**config.mk**
```make
export PLATFORM = sky130hd
export DESIGN_NAME = bank_router
export DESIGN_NICKNAME = d
export VERILOG_FILES = /design/src/rtl/bank_router.sv
export SDC_FILE = /design/constraint.sdc
export NUM_CORES = 1
export LEC_CHECK = 0
export BUFFER_PORTS_ARGS = -buffer_cell sky130_fd_sc_hd__buf_2
export CAP_MARGIN = 40
export CORE_ASPECT_RATIO = 2
export CORE_UTILIZATION = 30
export CTS_CLUSTER_SIZE = 8
export DETAILED_ROUTE_END_ITERATION = 7
export GPL_TIMING_DRIVEN = 1
export MAX_ROUTING_LAYER = met4
export PLACE_DENSITY_LB_ADDON = 0.1
export SYNTH_ARGS = -nofsm -noshare
export SYNTH_HDL_FRONTEND = slang
export SYNTH_SLANG_ARGS = --single-unit
```
**constraint.sdc**
```tcl
create_clock -name clk -period 1.8 [get_ports clk]
set_input_delay 0.36 -clock clk [delete_from_list [all_inputs] [get_ports clk]]
set_output_delay 0.36 -clock clk [all_outputs]
set_load 0.01 [all_outputs]
```
**src/rtl/bank_router.sv**
```systemverilog
// bank_router: decodes each CPU byte lane onto one of NTARGETS banked targets,
// inserts per-target wait states, and returns read data after the longest wait.
module bank_router #(
  parameter int unsigned              ADDRBITS = 15,
  parameter int unsigned              NTARGETS = 2,
  parameter logic [16*NTARGETS-1:0]   BASE     = {16'h2000, 16'h0000},
  parameter logic [4*NTARGETS-1:0]    WAITS    = {4'd0, 4'd2}
) (
  input  logic                  clk,
  input  logic                  reset_n,
  input  logic [ADDRBITS-1:0]   dread_addr_even,
  input  logic [ADDRBITS-1:0]   dread_addr_odd,
  input  logic                  dread_req,
  input  logic [ADDRBITS-1:0]   dwrite_addr_even,
  input  logic [ADDRBITS-1:0]   dwrite_addr_odd,
  input  logic [7:0]            dwrite_data_even,
  input  logic [7:0]            dwrite_data_odd,
  input  logic                  dwrite_en_even,
  input  logic                  dwrite_en_odd,
  output logic                  ready,
  output logic [7:0]            dread_data_even,
  output logic [7:0]            dread_data_odd,
  output logic                  dread_valid,
  output logic [ADDRBITS-1:0]   t_dread_addr_even,
  output logic [ADDRBITS-1:0]   t_dread_addr_odd,
  output logic [ADDRBITS-1:0]   t_dwrite_addr_even,
  output logic [ADDRBITS-1:0]   t_dwrite_addr_odd,
  output logic [7:0]            t_dwrite_data_even,
  output logic [7:0]            t_dwrite_data_odd,
  output logic [NTARGETS-1:0]   t_dwrite_en_even,
  output logic [NTARGETS-1:0]   t_dwrite_en_odd,
  input  logic [8*NTARGETS-1:0] t_dread_data_even,
  input  logic [8*NTARGETS-1:0] t_dread_data_odd
);

  localparam int unsigned TW = (NTARGETS > 1) ? $clog2(NTARGETS) : 1;

  typedef enum logic {IDLE, WAIT} state_t;

  state_t          state, state_next;
  logic [3:0]      cnt, cnt_next;
  logic            rd_pend, rd_pend_next;
  logic            valid_next;
  logic            accept;
  logic [3:0]      w_max;
  logic [TW-1:0]   tgt_re, tgt_ro, tgt_we, tgt_wo;
  logic [TW-1:0]   rd_tgt_e, rd_tgt_o;
  logic [ADDRBITS-1:0] h_rae, h_rao, h_wae, h_wao;
  logic [7:0]      h_wde, h_wdo;
  logic [7:0]      hold_e, hold_o, mux_e, mux_o;

  // Highest target whose base is at or below the byte address.
  function automatic logic [TW-1:0] decode(input logic [ADDRBITS:0] baddr);
    logic [TW-1:0] t;
    t = '0;
    for (int unsigned i = 0; i < NTARGETS; i++) begin
      if (32'(baddr) >= 32'(BASE[16*i +: 16])) t = TW'(i);
    end
    return t;
  endfunction

  function automatic logic [3:0] wait_of(input logic [TW-1:0] t);
    return WAITS[{t, 2'b00} +: 4];
  endfunction

  assign tgt_re = decode({dread_addr_even, 1'b0});
  assign tgt_ro = decode({dread_addr_odd, 1'b1});
  assign tgt_we = decode({dwrite_addr_even, 1'b0});
  assign tgt_wo = decode({dwrite_addr_odd, 1'b1});

  assign ready  = (state == IDLE);
  assign accept = ready && (dread_req || dwrite_en_even || dwrite_en_odd);

  // Longest wait among all lanes taking part in this access.
  always_comb begin
    w_max = '0;
    if (dread_req) begin
      if (wait_of(tgt_re) > w_max) w_max = wait_of(tgt_re);
      if (wait_of(tgt_ro) > w_max) w_max = wait_of(tgt_ro);
    end
    if (dwrite_en_even && (wait_of(tgt_we) > w_max)) w_max = wait_of(tgt_we);
    if (dwrite_en_odd  && (wait_of(tgt_wo) > w_max)) w_max = wait_of(tgt_wo);
  end

  // Next-state, wait counter and read-completion scheduling.
  always_comb begin
    state_next   = state;
    cnt_next     = cnt;
    rd_pend_next = rd_pend;
    valid_next   = 1'b0;
    case (state)
      IDLE: begin
        if (accept) begin
          if (w_max != '0) begin
            state_next = WAIT;
            cnt_next   = w_max - 4'd1;
          end
          rd_pend_next = dread_req && (w_max != '0);
          valid_next   = dread_req && (w_max == '0);
        end
      end
      WAIT: begin
        if (cnt == '0) begin
          state_next   = IDLE;
          rd_pend_next = 1'b0;
          valid_next   = rd_pend;
        end else begin
          cnt_next = cnt - 4'd1;
        end
      end
      default: state_next = IDLE;
    endcase
  end

  // FSM and completion state registers.
  always_ff @(posedge clk or negedge reset_n) begin
    if (!reset_n) begin
      state       <= IDLE;
      cnt         <= '0;
      rd_pend     <= 1'b0;
      dread_valid <= 1'b0;
    end else begin
      state       <= state_next;
      cnt         <= cnt_next;
      rd_pend     <= rd_pend_next;
      dread_valid <= valid_next;
    end
  end

  // Capture the accepted access so the target buses stay stable while waiting.
  always_ff @(posedge clk or negedge reset_n) begin
    if (!reset_n) begin
      h_rae    <= '0;
      h_rao    <= '0;
      h_wae    <= '0;
      h_wao    <= '0;
      h_wde    <= '0;
      h_wdo    <= '0;
      rd_tgt_e <= '0;
      rd_tgt_o <= '0;
    end else if (accept) begin
      h_rae <= dread_addr_even;
      h_rao <= dread_addr_odd;
      h_wae <= dwrite_addr_even;
      h_wao <= dwrite_addr_odd;
      h_wde <= dwrite_data_even;
      h_wdo <= dwrite_data_odd;
      if (dread_req) begin
        rd_tgt_e <= tgt_re;
        rd_tgt_o <= tgt_ro;
      end
    end
  end

  assign mux_e = t_dread_data_even[{rd_tgt_e, 3'b000} +: 8];
  assign mux_o = t_dread_data_odd[{rd_tgt_o, 3'b000} +: 8];

  // Remember the last returned read data so the outputs hold between pulses.
  always_ff @(posedge clk or negedge reset_n) begin
    if (!reset_n) begin
      hold_e <= '0;
      hold_o <= '0;
    end else if (dread_valid) begin
      hold_e <= mux_e;
      hold_o <= mux_o;
    end
  end

  assign dread_data_even = dread_valid ? mux_e : hold_e;
  assign dread_data_odd  = dread_valid ? mux_o : hold_o;

  assign t_dread_addr_even  = ready ? dread_addr_even  : h_rae;
  assign t_dread_addr_odd   = ready ? dread_addr_odd   : h_rao;
  assign t_dwrite_addr_even = ready ? dwrite_addr_even : h_wae;
  assign t_dwrite_addr_odd  = ready ? dwrite_addr_odd  : h_wao;
  assign t_dwrite_data_even = ready ? dwrite_data_even : h_wde;
  assign t_dwrite_data_odd  = ready ? dwrite_data_odd  : h_wdo;

  // One-hot write strobes, only in the cycle the write is accepted.
  always_comb begin
    t_dwrite_en_even = '0;
    t_dwrite_en_odd  = '0;
    if (accept && dwrite_en_even) t_dwrite_en_even[tgt_we] = 1'b1;
    if (accept && dwrite_en_odd)  t_dwrite_en_odd[tgt_wo]  = 1'b1;
  end

endmodule

```
Word level (Yosys, flattened, before mapping)
Cells that the tools add are included.
W data, S select, Z words.
{"block": "totals", "reg_bits": 101}
{"block": "classes", "order_cmp": 12, "n_reduce_logical": 17, "n_eq_ne": 4, "bitwise_logic": 1, "mux": 38, "shift": 6, "addsub": 2}
{"cell": "$ge A16 B14 Y1 const B", "n": 4}
{"cell": "$mux W15", "n": 4}
{"cell": "$mux W4", "n": 9}
{"cell": "$mux W8", "n": 4}
{"cell": "$shiftx A16 B5 Y8", "n": 2}
{"cell": "$shiftx A8 B4 Y4 const A", "n": 4}
{"cell": "$mux W1", "n": 13}
{"cell": "$gt A4 B4 Y1", "n": 3}
{"cell": "$logic_and A1 B1 Y1", "n": 9}
{"cell": "$logic_not A4 Y1", "n": 2}
{"cell": "$pmux W4 S2", "n": 1}
{"cell": "$sub A4 B1 Y4 const B", "n": 2}
{"cell": "$ne A2 B1 Y1 const B", "n": 3}
{"cell": "$pmux W1 S2", "n": 3}
{"cell": "$gt A4 B1 Y1 const B", "n": 1}
{"cell": "$lt A1 B2 Y1 const B", "n": 2}
{"cell": "$mux W2", "n": 2}
{"cell": "$reduce_and A2 Y1", "n": 2}
{"cell": "$reduce_bool A4 Y1", "n": 1}
{"cell": "$reduce_and A3 Y1", "n": 1}
{"cell": "$demux W1 S1", "n": 2}
{"cell": "$ge A1 B1 Y1 const B", "n": 2}
{"cell": "$logic_or A1 B1 Y1", "n": 2}
{"cell": "$ne A2 B2 Y1 const B", "n": 1}
{"cell": "$not A1 Y1", "n": 1}

Depth between registers and ports, before layout
Gate-level depths: netlist of the first run.
{"block": "depth", "word_depth": 19, "depth_mapped": 8, "mapped_depth_nobuf": 8}

Worst setup path after synthesis of the first run
No wires, ideal clock.
{"block": "synth_path", "path_type": "input to register", "startpoint": "input dwrite_addr_even[13]", "endpoint": "register cnt[1]", "path_buffers": 0, "slack_ns": -0.030, "cell_stages": 7, "setup_ns": 0.087, "t_arrival_ns": 1.744, "path_cell_list": "nor3_1 -> a22o_2 -> nor3_1 -> o21bai_1 -> ha_1 -> or3_1 -> o211ai_1"}
{"block": "synth_between", "elab_chain_cells": 13, "elab_cells_between_ends": 16, "cone_classes": "add/sub (1); order compare (3); eq/ne (1); shift (1); mux (6); reduce/logical (4)"}
{"element": "start, declared", "line": "14", "source": "input logic [ADDRBITS-1:0] dwrite_addr_even,"}
{"element": "$ge A16 B14 Y1 *", "line": "57", "source": "if (32'(baddr) >= 32'(BASE[16*i +: 16])) t = TW'(i);"}
{"element": "$mux W1 *", "line": "57"}
{"element": "$shiftx A8 B4 Y4 *", "line": "63", "source": "return WAITS[{t, 2'b00} +: 4];"}
{"element": "$gt A4 B4 Y1", "line": "81", "source": "if (dwrite_en_even && (wait_of(tgt_we) > w_max)) w_max = wait_of(tgt_we);"}
{"element": "$logic_and A1 B1 Y1", "line": "81"}
{"element": "$mux W4 *", "line": "81"}
{"element": "$gt A4 B4 Y1", "line": "82", "source": "if (dwrite_en_odd && (wait_of(tgt_wo) > w_max)) w_max = wait_of(tgt_wo);"}
{"element": "$logic_and A1 B1 Y1", "line": "82"}
{"element": "$mux W4 *", "line": "82"}
{"element": "$sub A4 B1 Y4", "line": "96", "source": "cnt_next = w_max - 4'd1;"}
{"element": "$mux W4", "line": "94", "source": "if (w_max != '0) begin"}
{"element": "$mux W4", "line": "93", "source": "if (accept) begin"}
{"element": "$pmux W4 S2", "line": "91", "source": "case (state)"}
{"element": "end signal, assigned", "line": "124", "source": "cnt <= cnt_next;"}
{"element": "end, declared", "line": "41", "source": "logic [3:0] cnt, cnt_next;"}
Every way passes the cells marked *; elsewhere a longest branch is shown, timed or not. The select of a mux whose other input is x is not followed.
A chain may end at the register's enable or synchronous reset.

Final worst setup path of the first run
{"block": "layout_path", "startpoint": "register state", "endpoint": "output t_dwrite_data_even[3]"}
{"block": "layout_between", "elab_chain_cells": 1}
{"element": "start, declared", "line": "40", "source": "state_t state, state_next;"}
{"element": "start signal, assigned", "line": "123", "source": "state <= state_next;"}
{"element": "$mux W8", "line": "176", "source": "assign t_dwrite_data_even = ready ? dwrite_data_even : h_wde;"}
{"element": "end, declared", "line": "28", "source": "output logic [7:0] t_dwrite_data_even,"}
Every way passes these cells.

==> results.cfg, run 1 <==
[run_status]
outcome = finished, violations left
violations = setup timing

[placement]
dp_slack_ns = -0.422
place.gp.congestion = 0.751
hpwlAfterDp_um = 9700
port_buffers = 210

[worst_hold_path]
min_path_type = input pin to register

[critical_path]
critPathMaxStageDelay_ns = 0.53
cpLargestDelayFamily = flip-flops
crit_type = register to output port
worst-path-buf-inv = 2
crit_path_max_fanout = 30
start_kind = register
cp_data_required_time_ns = 1.44
worstPathCellList = buf_12 > mux2_2 > buf_2
cp.arrival_ns = 1.63
cp_slowest_cell = dfrtp_4
cp-end-kind = output port

[die]
core_area_um2 = 16700
io_pins = 211
die_w_um = 94.4
die_y_um = 187
rows = 67
initial_core_util_pct = 30.7
dieArea_um2 = 17600

[power_and_ir_drop]
finalPower_uw = 14800
p_leak_uw = 0.00378
ir_worst_vdd_mv = 0.838
p_per_area_nw_per_um2 = 1900

[sta]
setup_viol = 149
finalHoldViolations = 0
fmaxAchievable_mhz = 504
fin_hold_ws_ns = 0.257
fin_ws_ns = -0.186
period_needed_ns = 1.99
worst_slew_pin_slew_ns = 0.410
worst_clock_skew_ns = 0.0100
period_share_pct = 110
relSlewSlack_pct = 72.7
finalSetupTns_ns = -19.51
rsz0062_at_grt = true
maxSlewViolCount = 0

[finish]
fin_nets = 737
synthToLayoutAreaGrowth_pct = 51.7
fin_util_pct = 46.5
antenna_cells = 0
drive_gt1_share_pct = 72.0

[grt]
grt_util_met3_pct = 2.28
grt_max_degree = 41
globalRouteMet1Util_pct = 16.3
grt_pass1_vias = 3893
grt_overflow = 0
grt_pass1_wl_um = 20100
met2_usage_pct = 27.9
grt_busiest_layer = met2
antenna_found_initial = 0
grt_usage_pct = 15.4

[routing]
drtIter0Drc = 75
drcViolationCount = 0
wl_per_cell_um = 17.5
viasPerCell = 4.68
routed_wl_um = 14600
drt_pass1_iterations = 4
ant_nets = 0
vias = 3907

[logic_synthesis]
synthCells = 375
ys_seq_elements = 101
syn_nets = 489
yosysSeqAreaShare_pct = 49.4
synth_cell_types = 29
avgSynthCellArea_um2 = 13.6
synth_warnings = 0
syn_area_um2 = 5120

[cts]
cts_buffer_depth = 2
cts.clk_slew.worst_paths_ns = 0.08
clock_latency_ns = 0.35
cts_tree = built
h-tree-depth = 3
root_buffer = clkbuf_16
cts.sinks = 101
cts_buffers = 9

[flow_run]
cap_violations = 0
-- layer usage --
layer,wire (um),part of all wire [%]
met5,0,0
met4,211,1.4
met3,676,4.6
met2,8010,55
met1,5690,39
-- cell type report --
class	count	area, um^2
sequential	101	2530
inverter	3	23.8
clock inverter	6	93.8
timing repair buffer	261	1910
multi-input combinational	247	2720
tap	207	259
clock buffer	10	229
fill	1566	8920
-- synthesized netlist by cell type --
cell type / number / share of area (%)
mux2_2: 112 / 25
dfrtp_1: 101 / 49
mux2_4: 40 / 12
nor2_1: 21 / 1.5
a21oi_1: 19 / 1.9
buf_2: 16 / 1.6
mux2i_1: 16 / 3.1
o21ai_0: 8 / 0.78
nand2_1: 7 / 0.51
nor3_1: 6 / 0.59
buf_6: 5 / 1.1
clkbuf_1: 3 / 0.22
inv_1: 3 / 0.22
nor4_1: 2 / 0.24
o21a_1: 2 / 0.29
a211oi_1: 1 / 0.15
a22o_2: 1 / 0.20
a31oi_1: 1 / 0.12
and3_1: 1 / 0.12
and3_2: 1 / 0.15
ha_1: 1 / 0.24
nand3_1: 1 / 0.098
nor2_2: 1 / 0.12
nor3_2: 1 / 0.20
o211ai_1: 1 / 0.15
o21bai_1: 1 / 0.15
o31a_2: 1 / 0.20
or2_4: 1 / 0.17
or3_1: 1 / 0.12
-- sequential cells by signal, indices dropped and copies added, names as in the netlist --
| name | flops |
|---|---|
| cnt | 4 |
| state | 1 |
| h_wde | 8 |
| rd_tgt_e | 1 |
| h_wdo | 8 |
| h_rao | 15 |
| dread_valid | 1 |
| hold_e | 8 |
| h_rae | 15 |
| hold_o | 8 |
| h_wae | 15 |
| rd_pend | 1 |
| h_wao | 15 |
| rd_tgt_o | 1 |
-- repair_timing --
| action | in CTS | in global routing |
|---|---|---|
| hold buffers | 1 | 0 |
| endpoints found under the hold margin | 21 | 0 |
| resized for setup | 23 | 93 |
| cloned | 1 | 10 |
| buffers inserted | 2 | 14 |
| pin swaps | 1 | 15 |
| endpoints found under the setup margin | 83 | 154 |
-- layout by cell type, fill, tap and decap left out, types with 3 or more instances in the layout --
master and n:
dfrtp_1 100, buf_12 11, a21oi_2 6, o21ai_0 8, buf_6 33, nor2_1 20, a21oi_1 13, inv_6 3
nand2_1 5, buf_2 188, mux2_4 87, nor3_2 4, mux2_2 65, buf_4 19, clkbuf_16 15, mux2i_1 15
-- cell families after synthesis --
logic type,share of synthesized area [%]
adder cells (fa/ha/maj),0.244
flip-flops,49.4
buffers and inverters,3.11
AO/OA/AOI/OAI,3.89
multiplexers,39.5
AND/OR/NAND/NOR,3.86
-- worst paths after layout --
kind                                    startpoint                    end  slack [ns]  depth (start not counted)
worst min-delay path            dread_addr_even[3]               h_rae[3]        0.26                          2
worst min register to register              cnt[3]                 cnt[3]        0.50                          1
min in group asynchronous                  reset_n              h_wae[12]        0.51                          2
max in group asynchronous                  reset_n              hold_e[5]        0.80                          3
worst max register to register               state               h_rao[3]       -0.18                          8
worst max-delay path                         state  t_dwrite_data_even[3]       -0.19                          3
-- per-stage QoR --
step / std cells / area [um^2]
5_1_grt: 835 / 7760
3_3_place_gp: 791 / 6570
3_5_place_dp: 791 / 6570
4_1_cts: 811 / 7060
2_1_floorplan: 375 / 5130
6_report: 835 / 7760
-- where the power goes --
group	switching, uW	leakage (uW)	internal (uW)
sequential	613	0.00117	3410
combinational	3480	0.00246	5140
clock	888	0.000154	1240
Power figures use the tool's default switching activity.
==> inputs of run 2 (changes only) <==
--- a/config.mk
+++ b/config.mk
@@ -5,6 +5,7 @@
 export SDC_FILE = /design/constraint.sdc
 export NUM_CORES = 1
 export LEC_CHECK = 0
+export ABC_AREA = 1
 export BUFFER_PORTS_ARGS = -buffer_cell sky130_fd_sc_hd__buf_2
 export CAP_MARGIN = 40
 export CORE_ASPECT_RATIO = 2
==> results.cfg, run 2 <==
[logic_synthesis]
synth.area.top_cells = dfrtp_1 (51%), nand2_1 (15%), o21ai_0 (9.6%)
synth.most_common_cell = nand2_1
synth_common_cells = nand2_1 (202), dfrtp_1 (101), o21ai_0 (95)
synthCells = 644
synth_warnings = 0
syn_area_um2 = 4930
ys_seq_elements = 101
synthArstFlopShare_pct = 100
synth_cell_types = 21
synth-edff-count = 0
yosysTopAreaCell = dfrtp_1
avgSynthCellArea_um2 = 7.66
synth_top_area_share_pct = 51.2
ys.flop_type = dfrtp_1
yosysSeqAreaShare_pct = 51.2
syn_nets = 758

[die]
rows = 66
io_pins = 211
dieArea_um2 = 17000
die_y_um = 183
core_area_um2 = 16200
initial_core_util_pct = 30.5
die_w_um = 92.7

[routing]
drcViolationCount = 0
drt-met1-wl_um = 5380
wl_per_cell_um = 12.9
ant_nets = 0
routed_wl_um = 13600
viasPerCell = 4.63
drtIter0Drc = 163
wl_met3_um = 658
vias = 4893
drt_pass1_iterations = 6
route.met2.wl_um = 7210
top_layer_used = met4

[run_status]
violations = setup timing
outcome = finished, violations left

[critical_path]
cp.arrival_ns = 1.50
critPathMaxStageDelay_ns = 0.56
cp-end-kind = output port
crit_type = register to output port
worst-path-buf-inv = 3
crit_top_cell = buf_12
cpLargestDelayFamily = flip-flops
start_kind = register
cp_slowest_cell = dfrtp_4
crit_path_max_fanout = 14
cp_data_required_time_ns = 1.44
worstPathCellList = buf_12 > buf_12 > o21ai_2 > buf_2

[sta]
period_share_pct = 103
setup_viol = 30
worst_slew_pin_slew_ns = 0.332
period_needed_ns = 1.86
relSlewSlack_pct = 77.9
fmaxAchievable_mhz = 538
fin_ws_ns = -0.0579
maxSlewViolCount = 0
worst_clock_skew_ns = 0.00600
rsz0062_at_grt = true
finalHoldViolations = 0

[finish]
drive_gt1_share_pct = 35.5
fillers = 1702
antenna_cells = 0
layout_commonest_cell = buf_2
final_cells = 1057
fin_nets = 963
synthToLayoutAreaGrowth_pct = 40.5
final_cell_mix = buf_2 (204), nand2_1 (190), dfrtp_1 (100), o21ai_1 (96), inv_1 (84)

[grt]
grt_usage_pct = 16.8
grt_pass1_vias = 4741
grt_overflow = 0
antenna_found_initial = 0
grt_pass1_wl_um = 21900
grt_max_degree = 83

[worst_hold_path]
min_path_type = input pin to register

[cts]
cts.sinks = 101
cts_buffers = 9
cts_tree = built
cts.clk_slew.worst_paths_ns = 0.07
cts_buffer_depth = 2
clock_latency_ns = 0.34
h-tree-depth = 3
root_buffer = clkbuf_16

[power_and_ir_drop]
finalPower_uw = 12600
ir_worst_vdd_mv = 0.732
p_per_area_nw_per_um2 = 1820
p_leak_uw = 0.00365

[flow_run]
cap_violations = 0

[placement]
place.gp.congestion = 0.804
place_inst = 1034
port_buffers = 210
hpwlAfterDp_um = 9870
run 2: cells by family after synthesis:
logic type                 synth area share (%)
xor gates and xnor gates                  0.178
AOI/OAI and AO/OA                          19.0
adders and majority gates                 0.254
and+or+nand+nor                            18.2
DFF                                        51.2
buffers and inverters                      11.1
run 2: layout make-up:
| type | count | area (um^2) | share of cell area, % |
|---|---|---|---|
| sequential | 101 | 2530 | 36.5 |
| timing repair buffer | 233 | 1420 | 20.4 |
| inverter | 87 | 333 | 4.80 |
| tap | 204 | 255 | 3.68 |
| clock inverter | 4 | 56.3 | 0.813 |
| clock buffer | 11 | 253 | 3.65 |
| multi-input combinational | 417 | 2090 | 30.1 |
run 2: through the flow:
step                      worst slack, ns  util (%)  hold WS [ns]  cell area, um^2  setup TNS, ns
after CTS                         -0.0899      41.7         0.256             6750          -2.89
after floorplan                     0.257         -        0.0644             4930              0
after detailed placement           0.0763      38.5         0.262             6230              0
after global placement             0.0937      38.5         0.261             6230              0
after global routing               -0.125      42.8         0.271             6930          -5.90
final                             -0.0579      42.8         0.275             6930          -1.21
run 2: worst paths after layout:
| path | from | slack [ns] | depth (start not counted) | end |
|---|---|---|---|---|
| setup / recovery | state | -0.06 | 4 | t_dwrite_addr_odd[8] |
| hold / removal | dwrite_data_even[1] | 0.27 | 3 | h_wde[1] |
| setup reg to reg | state | 0.21 | 8 | cnt[2] |
| hold reg to reg | h_rae[8] | 0.49 | 2 | h_rae[8] |
| max in group asynchronous | reset_n | 0.82 | 3 | h_wae[13] |
| min in group asynchronous | reset_n | 0.44 | 2 | h_rae[4] |
run 2: power breakdown:
part | internal [uW] | leakage, uW | switching (uW)
sequential | 3390 | 0.00121 | 632
clock | 1160 | 0.000152 | 863
combinational | 2740 | 0.00228 | 3830
total | 7290 | 0.00365 | 5330
run 2: timing repair:
item | in CTS | in global routing
cloned | 2 | 0
pin swaps | 8 | 2
endpoints found under the hold margin | 14 | 0
buffers inserted | 4 | 1
hold buffers | 1 | 0
gates resized for setup | 90 | 50
setup endpoints to repair | 77 | 82
run 2: tightest hold or removal path, cell delays in order:
cell     delay, ns
buf_2         0.10
inv_1         0.06
o21ai_1       0.06
run 2: metal layers:
metal | up-vias | global-route usage [%]
met5 | - | -
met4 | 0 | 6.58
met3 | 23 | 2.86
met2 | 161 | 29.9
met1 | 2248 | 18.5
li1 | 2461 | -
